<file path="src/rtl/down_counter_pkg.sv">
// Shared state encodings for the lab counters (down_counter and its up-counter companion).
package down_counter_pkg;

  typedef enum logic [1:0] {
    IDLE = 2'd0,
    RUN  = 2'd1,
    DONE = 2'd2
  } state_t;

endpackage

</file>
<file path="src/rtl/down_counter_ctrl.sv">
// Three-state control FSM for down_counter: registered busy/done, plus decrement and reload selects.
// Build option: DOWN_COUNTER_AUTORELOAD_EN keeps the FSM in RUN and reloads at zero instead of stopping.
module down_counter_ctrl
  import down_counter_pkg::*;
(
  input  logic   clk,
  input  logic   reset,
  input  logic   load,
  input  logic   start,
  input  logic   pause,
  input  logic   cnt_zero,
  input  logic   cnt_one,
  input  logic   reload_zero,
  output state_t state,
  output logic   busy,
  output logic   done,
  output logic   dec_en,
  output logic   reload_sel
);

  assign dec_en = (state == RUN) && !pause && !cnt_zero;

`ifdef DOWN_COUNTER_AUTORELOAD_EN
  // The edge after reaching zero wraps back to the loaded value while still running.
  assign reload_sel = ((state == DONE) && start && !reload_zero) ||
                      ((state == RUN) && !pause && cnt_zero);
`else
  assign reload_sel = (state == DONE) && start && !reload_zero;
`endif

  always_ff @(posedge clk or negedge reset) begin
    if (!reset) begin
      state <= IDLE;
      busy  <= 1'b0;
      done  <= 1'b0;
    end else begin
      done <= 1'b0;
      if (load) begin
        state <= IDLE;
        busy  <= 1'b0;
      end else begin
        case (state)
          IDLE: begin
            if (start && !cnt_zero) begin
              state <= RUN;
              busy  <= 1'b1;
            end
          end
          RUN: begin
            if (!pause && cnt_one) begin
              done <= 1'b1;
`ifndef DOWN_COUNTER_AUTORELOAD_EN
              state <= DONE;
              busy  <= 1'b0;
`endif
            end
          end
          DONE: begin
            if (start && !reload_zero) begin
              state <= RUN;
              busy  <= 1'b1;
            end
          end
          default: begin
            state <= IDLE;
            busy  <= 1'b0;
          end
        endcase
      end
    end
  end

endmodule

</file>
<file path="src/rtl/down_counter.sv">
// Loadable down-counter/timer with one-cycle done strobe; count and reload register live here.
// Build option: DOWN_COUNTER_AUTORELOAD_EN makes the count wrap to the loaded value and run continuously.
module down_counter
  import down_counter_pkg::*;
#(
  parameter int WIDTH = 4
) (
  input  logic             clk,
  input  logic             reset,
  input  logic             load,
  input  logic [WIDTH-1:0] load_val,
  input  logic             start,
  input  logic             pause,
  output logic [WIDTH-1:0] counter_down,
  output logic             busy,
  output logic             done
);

  localparam logic [WIDTH-1:0] ONE = WIDTH'(1);

  logic [WIDTH-1:0] reload_q;
  logic             dec_en;
  logic             reload_sel;
  state_t           state;

  down_counter_ctrl u_ctrl (
    .clk         (clk),
    .reset       (reset),
    .load        (load),
    .start       (start),
    .pause       (pause),
    .cnt_zero    (counter_down == '0),
    .cnt_one     (counter_down == ONE),
    .reload_zero (reload_q == '0),
    .state       (state),
    .busy        (busy),
    .done        (done),
    .dec_en      (dec_en),
    .reload_sel  (reload_sel)
  );

  // Load outranks everything; dec_en is never set at zero, so the count cannot wrap.
  always_ff @(posedge clk or negedge reset) begin
    if (!reset) begin
      counter_down <= '0;
      reload_q     <= '0;
    end else if (load) begin
      counter_down <= load_val;
      reload_q     <= load_val;
    end else if (reload_sel) begin
      counter_down <= reload_q;
    end else if (dec_en) begin
      counter_down <= counter_down - ONE;
    end
  end

endmodule

</file>
<file path="config.mk">
export PLATFORM = sky130hd
export DESIGN_NAME = down_counter
export DESIGN_NICKNAME = d
export VERILOG_FILES = /design/src/rtl/down_counter_pkg.sv /design/src/rtl/down_counter_ctrl.sv /design/src/rtl/down_counter.sv
export SDC_FILE = /design/constraint.sdc
export NUM_CORES = 1
export LEC_CHECK = 0
export CORE_MARGIN = 10
export CORE_UTILIZATION = 46
export CTS_CLUSTER_SIZE = 40
export DETAILED_ROUTE_END_ITERATION = 16
export GPL_ROUTABILITY_DRIVEN = 0
export GPL_TIMING_DRIVEN = 1
export HOLD_SLACK_MARGIN = 0.05
export PLACE_DENSITY = 0.86
export SYNTH_ARGS = -nofsm -noshare
export SYNTH_HDL_FRONTEND = slang
export SYNTH_SLANG_ARGS = --single-unit
</file>
<file path="constraint.sdc">
create_clock -name clk -period 1.9 [get_ports clk]
set_clock_uncertainty 0.05 [all_clocks]
set_input_delay 0.285 -clock clk [delete_from_list [all_inputs] [get_ports clk]]
set_output_delay 0.285 -clock clk [all_outputs]
set_load 0.01 [all_outputs]
</file>
After elaboration in Yosys (flattened, before gate mapping)

Cells that the tools add are included.

Register bits: 12
Logic and storage cells: 43
Output and inout bits: 6
Input port bits: 9

$add $sub $neg: 1
Multiplexer cells: 16
Eq/ne operators: 6
Reduce and logical (&&, ||, !) cells: 15

Operator list:

| kind                                                                    | count |
|---|---|
| 4-bit two-way mux                                                       | 3 |
| 4-bit logical NOT                                                       | 2 |
| 2-bit two-way mux                                                       | 4 |
| 1-bit logical AND                                                       | 7 |
| 1-bit two-way mux                                                       | 7 |
| 3-bit inequality test, second input constant                            | 2 |
| 2-bit case mux with 3 select lines                                      | 1 |
| 4-bit by 1-bit == test with 1-bit output, second input constant         | 1 |
| 4-bit by 1-bit subtractor with 4-bit output, second input constant      | 1 |
| 1-bit logical NOT                                                       | 3 |
| 3-bit by 2-bit inequality test with 1-bit output, second input constant | 1 |
| 1-bit case mux with 3 select lines                                      | 1 |
| 3-bit AND reduction                                                     | 1 |
| 3-bit nonzero test                                                      | 1 |
| 2-bit by 1-bit == test with 1-bit output, second input constant         | 1 |
| 2-bit == test, second input constant                                    | 1 |
| 2-bit logical NOT                                                       | 1 |

Depth between registers and ports, before layout

Gate-level depths: netlist of run 1.

Depth after elaboration: 6
Mapped depth: 6

Cells and area by module

A second synthesis of run 1 with hierarchy kept.

Cells, all modules: 63
Area, all modules: 605.6 sq um

Modules (own cells, without submodules):

| module            | cells each | seq. area each (sq um) | times used | area each (sq um) |
|---|---|---|---|---|
| down_counter      | 45         | 200.2                  | 1          | 432.9 |
| down_counter_ctrl | 18         | 75.1                   | 1          | 172.7 |

Least setup slack after synthesis of run 1

Ideal clock, no wire load.

Kind: register to register
From: register counter_down[0]
To: register counter_down[2]
Clock period less this slack: 1.736 ns
Setup time: 0.124 ns
Stages on the path, launching flop included: 7
Required time: 1.726 ns
Slack: 0.164 ns
Arrival: 1.561 ns
Path buffers: 0
Path through: dfrtp_1 inv_1 ha_1 or3b_1 and2_1 a211oi_2 o21ai_1

Word-level cells in the longest chain between the ends: 4

Ends and longest elaborated chain:

| item                                                                             | RTL line                                    | RTL |
|---|---|---|
| start, declared                                                                  | down_counter.sv:14                          | `output logic [WIDTH-1:0] counter_down,` |
| start signal, assigned                                                           | down_counter.sv:48                          | `counter_down <= load_val;` |
| start signal, assigned                                                           | down_counter.sv:51                          | `counter_down <= reload_q;` |
| start signal, assigned                                                           | down_counter.sv:53                          | `counter_down <= counter_down - ONE;` |
| 4-bit by 1-bit subtractor with 4-bit output or 4-bit logical NOT (tied branches) | down_counter.sv:53, down_counter.sv:32      |  |
| 4-bit two-way mux or 1-bit logical NOT (tied branches)                           | down_counter.sv:52, down_counter_ctrl.sv:21 |  |
| 4-bit two-way mux or 1-bit logical AND (tied branches)                           | down_counter.sv:50, down_counter_ctrl.sv:21 |  |
| 4-bit two-way mux or 3-bit nonzero test (tied branches)                          | n/a                                         |  |

Parallel ways exist; a longest one is shown, timed or not. The select of a mux whose other input is x is not followed.
A chain may end at the register's enable or synchronous reset.

Final worst setup path of run 1

From: register counter_down[1]
To: register counter_down[3]

Same word-level chain as after synthesis.

==> results of run 1 <==
-- per-layer routing --
metal / share of wire [%] / global-route usage, % / vias to the layer above
li1: - / - / 265
met1: 46 / 10.4 / 250
met2: 46 / 13.2 / 13
met3: 6.7 / 3.60 / 2
met4: 0.95 / 4.47 / 0
met5: 0 / 0 / -
-- logic make-up after synthesis --
group | Yosys count | synth area share (%)
compound gates | 17 | 18.2
mux | 1 | 1.63
simple gates | 26 | 26.9
flops | 11 | 44.9
fa+ha+maj | 2 | 4.08
buf+inv | 7 | 4.28
-- how the worst max path moves through the flow --
stage,start,slack (ns),end
floorplan,counter_down[0],0.16,counter_down[2]
global placement,counter_down[0],0.05,counter_down[3]
detailed placement,counter_down[0],-0.02,counter_down[3]
CTS,counter_down[1],0.04,counter_down[3]
global route,counter_down[1],0.004,counter_down[3]
finish,counter_down[1],0.05,counter_down[3]
-- state kept, by name (all words and copies together) (netlist names) --
| signal | flops |
|---|---|
| counter_down | 4 |
| reload_q | 4 |
| u_ctrl.done | 1 |
| u_ctrl.state | 2 |
-- stage by stage --
stage	instances	total power [W]	utilization [%]	hold slack (ns)	setup slack [ns]
after floorplan	64	0.000343	-	-0.0606	0.164
after global placement	93	0.000406	60.4	0.485	0.0454
after detailed placement	93	0.000412	60.4	0.490	-0.0175
after CTS	97	0.000569	62.8	0.321	0.0374
after global routing	97	0.000596	63.2	0.345	0.00428
final	97	0.000566	63.2	0.303	0.0519
-- final cells by class --
type	instances	share of cell area [%]
clock buffers	4	3.24
inverters	6	2.77
multi-input cells	46	39.6
flip-flops and latches	11	33.9
well taps	15	2.31
repair buffers	15	18.2
-- cell usage in the layout (no fill, tap or decap), drive strengths merged, types with 3 or more instances in the layout --
cell / count
a21oi: 3
and3: 3
clkbuf: 4
clkdlybuf4s50: 14
dfrtp: 11
inv: 6
nand2: 7
nor2: 4
nor3: 3
o21ai: 8
-- power by group through the flow --
stage	logic [W]	clock network [W]	registers, W
floorplan	0.0000620	0	0.000282
global placement	0.000127	0	0.000279
detailed placement	0.000131	0	0.000281
CTS	0.000133	0.000159	0.000277
global route	0.000148	0.000168	0.000281
finish	0.000135	0.000154	0.000278
==> flow_metrics.env, run 1 <==
export IMPL_yosys_area_top_type="dfrtp_1"
export IMPL_path_clk_slew_ns=0.07
export IMPL_routed_via_density=5.46
export IMPL_syn_inst=64
export IMPL_clkSinkCount=11
export IMPL_worstPathMaxFanout=5
export IMPL_cts_resized=1
export IMPL_maxSlewHeadroom_pct=66.2
export IMPL_seqPwrFrac_pct=49.0
export IMPL_finalSetupViolations=0
export IMPL_comb_power_share_pct=23.8
export IMPL_dr_first_iter_drc_count=20
export IMPL_ant_nets=0
export IMPL_r2r_start="counter_down[1]"
export IMPL_grt_overflow=0
export IMPL_drc=0
export IMPL_fin_tns_setup_ns=0
export IMPL_fill_cells=98
export IMPL_hpwl_um=1090
export IMPL_period_minus_slack_ns=1.85
export IMPL_cts_hold_buf=0
export IMPL_internal_power_w=0.000409
export IMPL_cts_buffers=3
export IMPL_peakVddDrop_uv=368
export IMPL_cts_max_level=1
export IMPL_yosysTopAreaCellShare_pct=44.9
export IMPL_endpoint_kind="flop"
export IMPL_cp_slowest_cell="dfrtp_1"
export IMPL_die_area_um2=3190
export IMPL_swShare_pct=27.8
export IMPL_seqCellArea_um2=275
export IMPL_cp_arrival_ns=1.94
export IMPL_switching_power_w=0.000158
export IMPL_leakage_nw=0.352
export IMPL_netlist_top_cells_area="dfrtp_1 (45%), o21ai_0 (4.9%), nand2_1 (4.3%), ha_1 (4.1%), inv_1 (3.7%)"
export IMPL_syn_area_um2=613
export IMPL_ys_types=28
export IMPL_yosysMostFrequentCell="dfrtp_1"
export IMPL_grt_usage_pct=8.78
export IMPL_tightestPinTransition_ns=0.506
export IMPL_clkPwrFrac_pct=27.2
export IMPL_crit_chain="inv_1 -> ha_2 -> or3b_4 -> and2_1 -> a211oi_2 -> o21ai_1"
export IMPL_synth_seq_cells=11
export IMPL_die_w_um=56.5
export IMPL_status="finished, final reports clean"
export IMPL_die_y_um=56.5
export IMPL_drive_above_1_share_pct=18.3
export IMPL_r2r_end="counter_down[3]"
export IMPL_path_delay_family="simple AND/OR/NAND/NOR gates"
export IMPL_grt_pass1_vias=506
export IMPL_yosys_most_used_dff="dfrtp_1"
export IMPL_slowest_delay_ns=0.42
export IMPL_drv_cap=0
export IMPL_cts_buffer_depth=2
export IMPL_yosysWarnings=0
export IMPL_r2r_cells=6
export IMPL_cp_depth=6
export IMPL_slew_violations=0
export IMPL_grt_pass1_wl_um=2290
export IMPL_max_freq_mhz=541
export IMPL_io_buffers=14
export IMPL_critPathLaunchType="flop"
export IMPL_diodes=0
export IMPL_drt_pass1_iterations=4
export IMPL_cp_num_buf_inv=1
export IMPL_cts_tree="built"
export IMPL_via_count=530
export IMPL_syn_area_per_cell_um2=9.58
export IMPL_fp_coreArea_um2=1280
export IMPL_finalInstanceArea_um2=812
export IMPL_timing_final_crit_share_pct=97.3
export IMPL_cp_required_ns=1.99
export IMPL_r2r_slack_ns=0.05
export IMPL_synth_edff_count=0
export IMPL_post_dp_cell_area_um2=776
export IMPL_ios=15
export IMPL_report_final_hold_viol_count=0
export IMPL_root_buffer="clkbuf_4"
export IMPL_synth_fp_nets=75
export IMPL_power_density_nw_per_um2=697
export IMPL_worstSkewPairLatency_ns=0.26
export IMPL_cts_setup_buffers=0
export IMPL_async_flop_share_pct=100
export IMPL_nNetsFinal=94
export IMPL_yosysSeqAreaShare_pct=44.9
export IMPL_rsz0062_at_grt="false"
export IMPL_start_util_pct=47.7
export IMPL_netlist_top_cells_count="dfrtp_1 (11), nand2_1 (7), inv_1 (6), o21ai_0 (6), nor2_1 (4)"
export IMPL_hold_class="in2async"
export IMPL_grt_max_degree=16
export IMPL_routed_wl_um=1370
export IMPL_wl_per_cell_um=14.2
export IMPL_crit_type="reg2reg"
export IMPL_rows=13
export IMPL_area_delta_synth_final_pct=32.4
export IMPL_multi_input_area_um2=322
export IMPL_antenna_found_initial=0
Power figures use the tool's default switching activity.
==> run 2, diff against run 1 <==
--- a/config.mk
+++ b/config.mk
@@ -5,7 +5,7 @@
 export SDC_FILE = /design/constraint.sdc
 export NUM_CORES = 1
 export LEC_CHECK = 0
-export CORE_MARGIN = 10
+export CORE_MARGIN = 2
 export CORE_UTILIZATION = 46
 export CTS_CLUSTER_SIZE = 40
 export DETAILED_ROUTE_END_ITERATION = 16
==> flow_metrics.env, run 2 (same netlist as run 1, synthesis figures left out) <==
export IMPL_status="finished, final reports clean"
export IMPL_clkSinkCount=11
export IMPL_fin_tns_setup_ns=0
export IMPL_rsz0062_at_grt="false"
export IMPL_io_buffers=14
export IMPL_final_cell_mix="clkdlybuf4s50_1 (14), dfrtp_1 (11), nand2_1 (7)"
export IMPL_grt_max_degree=16
export IMPL_timing_final_crit_share_pct=96.1
export IMPL_max_freq_mhz=548
export IMPL_cp_arrival_ns=1.92
export IMPL_slew_violations=0
export IMPL_cts_buffer_depth=2
export IMPL_path_clk_slew_ns=0.07
export IMPL_worstSkewPairLatency_ns=0.27
export IMPL_nNetsFinal=96
export IMPL_hpwl_um=1030
export IMPL_largestRegisters="counter_down: 4 flops, reload_q: 4 flops, u_ctrl.state: 2 flops"
export IMPL_antenna_found_initial=0
export IMPL_seqCellArea_um2=275
export IMPL_report_final_hold_viol_count=0
export IMPL_dr_first_iter_drc_count=9
export IMPL_rows=13
export IMPL_drv_cap=0
export IMPL_grt_usage_pct=20.3
export IMPL_period_minus_slack_ns=1.83
export IMPL_final_common_cell="clkdlybuf4s50_1"
export IMPL_ant_nets=0
export IMPL_area_delta_synth_final_pct=38.2
export IMPL_root_buffer="clkbuf_4"
export IMPL_hold_class="in2async"
export IMPL_drc=0
export IMPL_cts_max_level=1
export IMPL_grt_overflow=0
export IMPL_cp_required_ns=2.00
export IMPL_wl_per_cell_um=14.4
export IMPL_maxSlewHeadroom_pct=65.3
export IMPL_leakage_nw=0.367
export IMPL_fill_cells=114
export IMPL_finalSetupViolations=0
export IMPL_crit_type="reg2reg"
export IMPL_cts_buffers=3
export IMPL_setup_slack_ns=0.0745
export IMPL_critPathLaunchType="flop"
export IMPL_peakVddDrop_uv=411
export IMPL_routed_wl_um=1430
export IMPL_worstPathMaxFanout=5
export IMPL_dp_slack_ns=-0.0251
export IMPL_die_w_um=40.5
export IMPL_grt_pass1_vias=516
export IMPL_die_y_um=40.5
export IMPL_drt_pass1_iterations=4
export IMPL_endpoint_kind="flop"
export IMPL_fp_coreArea_um2=1270
export IMPL_ios=15
export IMPL_drive_above_1_share_pct=21.4
export IMPL_routed_via_density=5.49
export IMPL_multi_input_area_um2=342
export IMPL_grt_pass1_wl_um=2170
export IMPL_cts_hold_buf=0
export IMPL_die_area_um2=1640
export IMPL_via_count=544
export IMPL_tightestPinTransition_ns=0.518
export IMPL_diodes=0
export IMPL_power_density_nw_per_um2=701
export IMPL_cts_tree="built"
export IMPL_start_util_pct=48.3
==> run 2: where the power goes <==
| group | internal (W) | total [W] | leakage (nW) | switching (W) |
|---|---|---|---|---|
| registers | 0.000254 | 0.000276 | 0.138 | 0.0000219 |
| logic | 0.0000869 | 0.000159 | 0.214 | 0.0000721 |
| clock network | 0.0000811 | 0.000159 | 0.0150 | 0.0000782 |
==> run 2: routing by layer <==
metal  GRT usage, %  vias up  share of wire (%)
li1               -      267                  -
met1           21.7      254                 44
met2           37.7       19                 50
met3           2.78        4                4.2
met4           10.8        0                2.4
met5              0        -                  0
==> run 2: what timing repair did <==
action	4_1_cts	5_1_grt
resized for setup	1	5
pin swaps	0	2
buffers inserted	0	2
endpoints found under the setup margin	1	5
hold endpoints to repair	0	0
==> run 2: metrics by stage <==
step           hold slack, ns  total power (W)  util [%]  instances  cell area (µm²)
4_1_cts                 0.317         0.000571      63.6         97              807
6_report                0.298         0.000594      66.8         99              847
3_3_place_gp            0.481         0.000406      61.1         93              776
3_5_place_dp            0.491         0.000413      61.1         93              776
5_1_grt                 0.336         0.000627      66.8         99              847
2_1_floorplan         -0.0606         0.000343         -         64              613
==> run 2: area by class of cell <==
cell class,count,share of cell area (%)
clock buffer,4,3.10
inverter,6,2.66
multi-input combinational,46,40.3
sequential,11,32.5
tap,15,2.22
timing repair buffer,17,19.2
==> run 2: path summary, 6_finish.rpt <==
kind                            startpoint         endpoint  slack [ns]  depth (start not counted)
max in group asynchronous            reset      reload_q[0]        1.17                          1
min reg2reg                    reload_q[0]      reload_q[0]        0.50                          2
max reg2reg                counter_down[0]  counter_down[3]        0.07                          6
min                                  reset      reload_q[2]        0.30                          1
min in group clk               reload_q[0]      reload_q[0]        0.50                          2
max                        counter_down[0]  counter_down[3]        0.07                          6
==> run 2: worst max-delay path, cell delays in order (launching register included) <==
cell and delay (ns):
dfrtp_1 0.41, inv_1 0.14, ha_4 0.17, or3b_4 0.41, and2_4 0.18, a211oi_4 0.26
o21ai_1 0.10
==> run 3, diff against run 2 <==
--- a/config.mk
+++ b/config.mk
@@ -5,8 +5,10 @@
 export SDC_FILE = /design/constraint.sdc
 export NUM_CORES = 1
 export LEC_CHECK = 0
+export CAP_MARGIN = 20
 export CORE_MARGIN = 2
 export CORE_UTILIZATION = 46
+export CTS_BUF_LIST = sky130_fd_sc_hd__clkbuf_16
 export CTS_CLUSTER_SIZE = 40
 export DETAILED_ROUTE_END_ITERATION = 16
 export GPL_ROUTABILITY_DRIVEN = 0
==> flow_metrics.env, run 3 (same netlist as run 1, synthesis figures left out) <==
export IMPL_cts_buffer_depth=2
export IMPL_r2r_end="counter_down[3]"
export IMPL_drc=0
export IMPL_largestRegisters="counter_down: 4 flops, reload_q: 4 flops, u_ctrl.state: 2 flops"
export IMPL_report_final_hold_viol_count=0
export IMPL_hold_class="in2async"
export IMPL_grt_overflow=0
export IMPL_cts_hold_buf=0
export IMPL_endpoint_kind="flop"
export IMPL_die_area_um2=1640
export IMPL_r2r_slack_ns=0.06
export IMPL_routed_wl_um=1490
export IMPL_cts_buffers=3
export IMPL_finalSetupViolations=0
export IMPL_peakVddDrop_uv=586
export IMPL_drv_cap=0
export IMPL_timing_final_crit_share_pct=96.9
export IMPL_worstSkewPairLatency_ns=0.24
export IMPL_cp_arrival_ns=1.91
export IMPL_rsz0062_at_grt="false"
export IMPL_period_minus_slack_ns=1.84
export IMPL_wl_per_cell_um=15.3
export IMPL_cp_required_ns=1.97
export IMPL_final_cell_mix="clkdlybuf4s50_1 (14), dfrtp_1 (11), nand2_1 (7)"
export IMPL_cts_setup_buffers=0
export IMPL_fin_util_pct=68.9
export IMPL_worstPathMaxFanout=5
export IMPL_grt_pass1_vias=503
export IMPL_ios=15
export IMPL_diodes=0
export IMPL_final_common_cell="clkdlybuf4s50_1"
export IMPL_drive_above_1_share_pct=20.7
export IMPL_crit_type="reg2reg"
export IMPL_nNetsFinal=94
export IMPL_tightestPinTransition_ns=0.513
export IMPL_routed_via_density=5.76
export IMPL_dr_first_iter_drc_count=15
export IMPL_via_count=559
export IMPL_root_buffer="clkbuf_16"
export IMPL_die_y_um=40.5
export IMPL_critPathLaunchType="flop"
export IMPL_power_density_nw_per_um2=914
export IMPL_leakage_nw=0.382
export IMPL_status="finished, final reports clean"
export IMPL_slew_violations=0
export IMPL_rows=13
export IMPL_die_w_um=40.5
export IMPL_area_delta_synth_final_pct=42.7
export IMPL_cts_max_level=1
export IMPL_drt_pass1_iterations=4
export IMPL_fp_coreArea_um2=1270
export IMPL_start_util_pct=48.3
export IMPL_grt_max_degree=16
export IMPL_path_clk_slew_ns=0.04
export IMPL_antenna_found_initial=0
export IMPL_grt_usage_pct=21.6
export IMPL_hpwl_um=1030
export IMPL_cts_tree="built"
export IMPL_grt_pass1_wl_um=2200
export IMPL_r2r_cells=6
export IMPL_cp_startpoint="counter_down[1]"
export IMPL_post_dp_cell_area_um2=776
export IMPL_ant_nets=0
export IMPL_clkSinkCount=11
export IMPL_holdWs_ns=0.327
export IMPL_io_buffers=14
export IMPL_r2r_start="counter_down[1]"
export IMPL_finalInstanceArea_um2=875
export IMPL_max_freq_mhz=543
export IMPL_maxSlewHeadroom_pct=65.7
## run 3: critical path, stage by stage, from the launching register on
cell and delay, ns:
dfrtp_1 0.41, inv_1 0.10, ha_2 0.21, or3b_4 0.42
and2_4 0.18, a211oi_4 0.26, o21ai_1 0.10
## run 3: repair_timing
action                                  in CTS  in global routing
endpoints found under the setup margin       1                  4
pin swaps                                    0                  1
gates resized for setup                      1                  5
## run 3: metrics by stage
| step | instances | TNS (ns) | setup slack [ns] | power [W] |
|---|---|---|---|---|
| floorplan | 64 | 0 | 0.164 | 0.000343 |
| global placement | 93 | 0 | 0.0495 | 0.000406 |
| detailed placement | 93 | -0.0251 | -0.0251 | 0.000413 |
| CTS | 97 | 0 | 0.0238 | 0.000794 |
| global route | 97 | 0 | 0.000350 | 0.000834 |
| finish | 97 | 0 | 0.0588 | 0.000800 |
## run 3: worst max-delay path by stage
| stage | endpoint |
|---|---|
| floorplan | counter_down[2] |
| global placement | counter_down[3] |
| detailed placement | counter_down[3] |
| CTS | counter_down[2] |
| global route | counter_down[3] |
| finish | counter_down[3] |
## run 3: layout make-up
type	count	area (µm²)
Clock buffer	3	75.1
Tap cell	15	18.8
Inverter	6	22.5
Fill cell	106	394
Multi-Input combinational cell	46	332
Sequential cell	11	275
Clock inverter	1	3.75
Timing Repair Buffer	15	148
## run 3: routing by layer
metal,routed length [µm],share of wire (%),vias to the layer above,global-route usage (%)
met3,88,5.9,4,5.00
met4,17,1.1,0,7.50
met5,0,0,-,0
li1,-,-,261,-
met1,592,40,271,21.7
met2,787,53,23,42.1
## run 3: power by group
part | internal, W | total (W) | leakage (nW) | switching [W]
registers | 0.000255 | 0.000280 | 0.138 | 0.0000251
clock network | 0.000276 | 0.000375 | 0.0423 | 0.0000997
logic | 0.0000778 | 0.000144 | 0.201 | 0.0000663
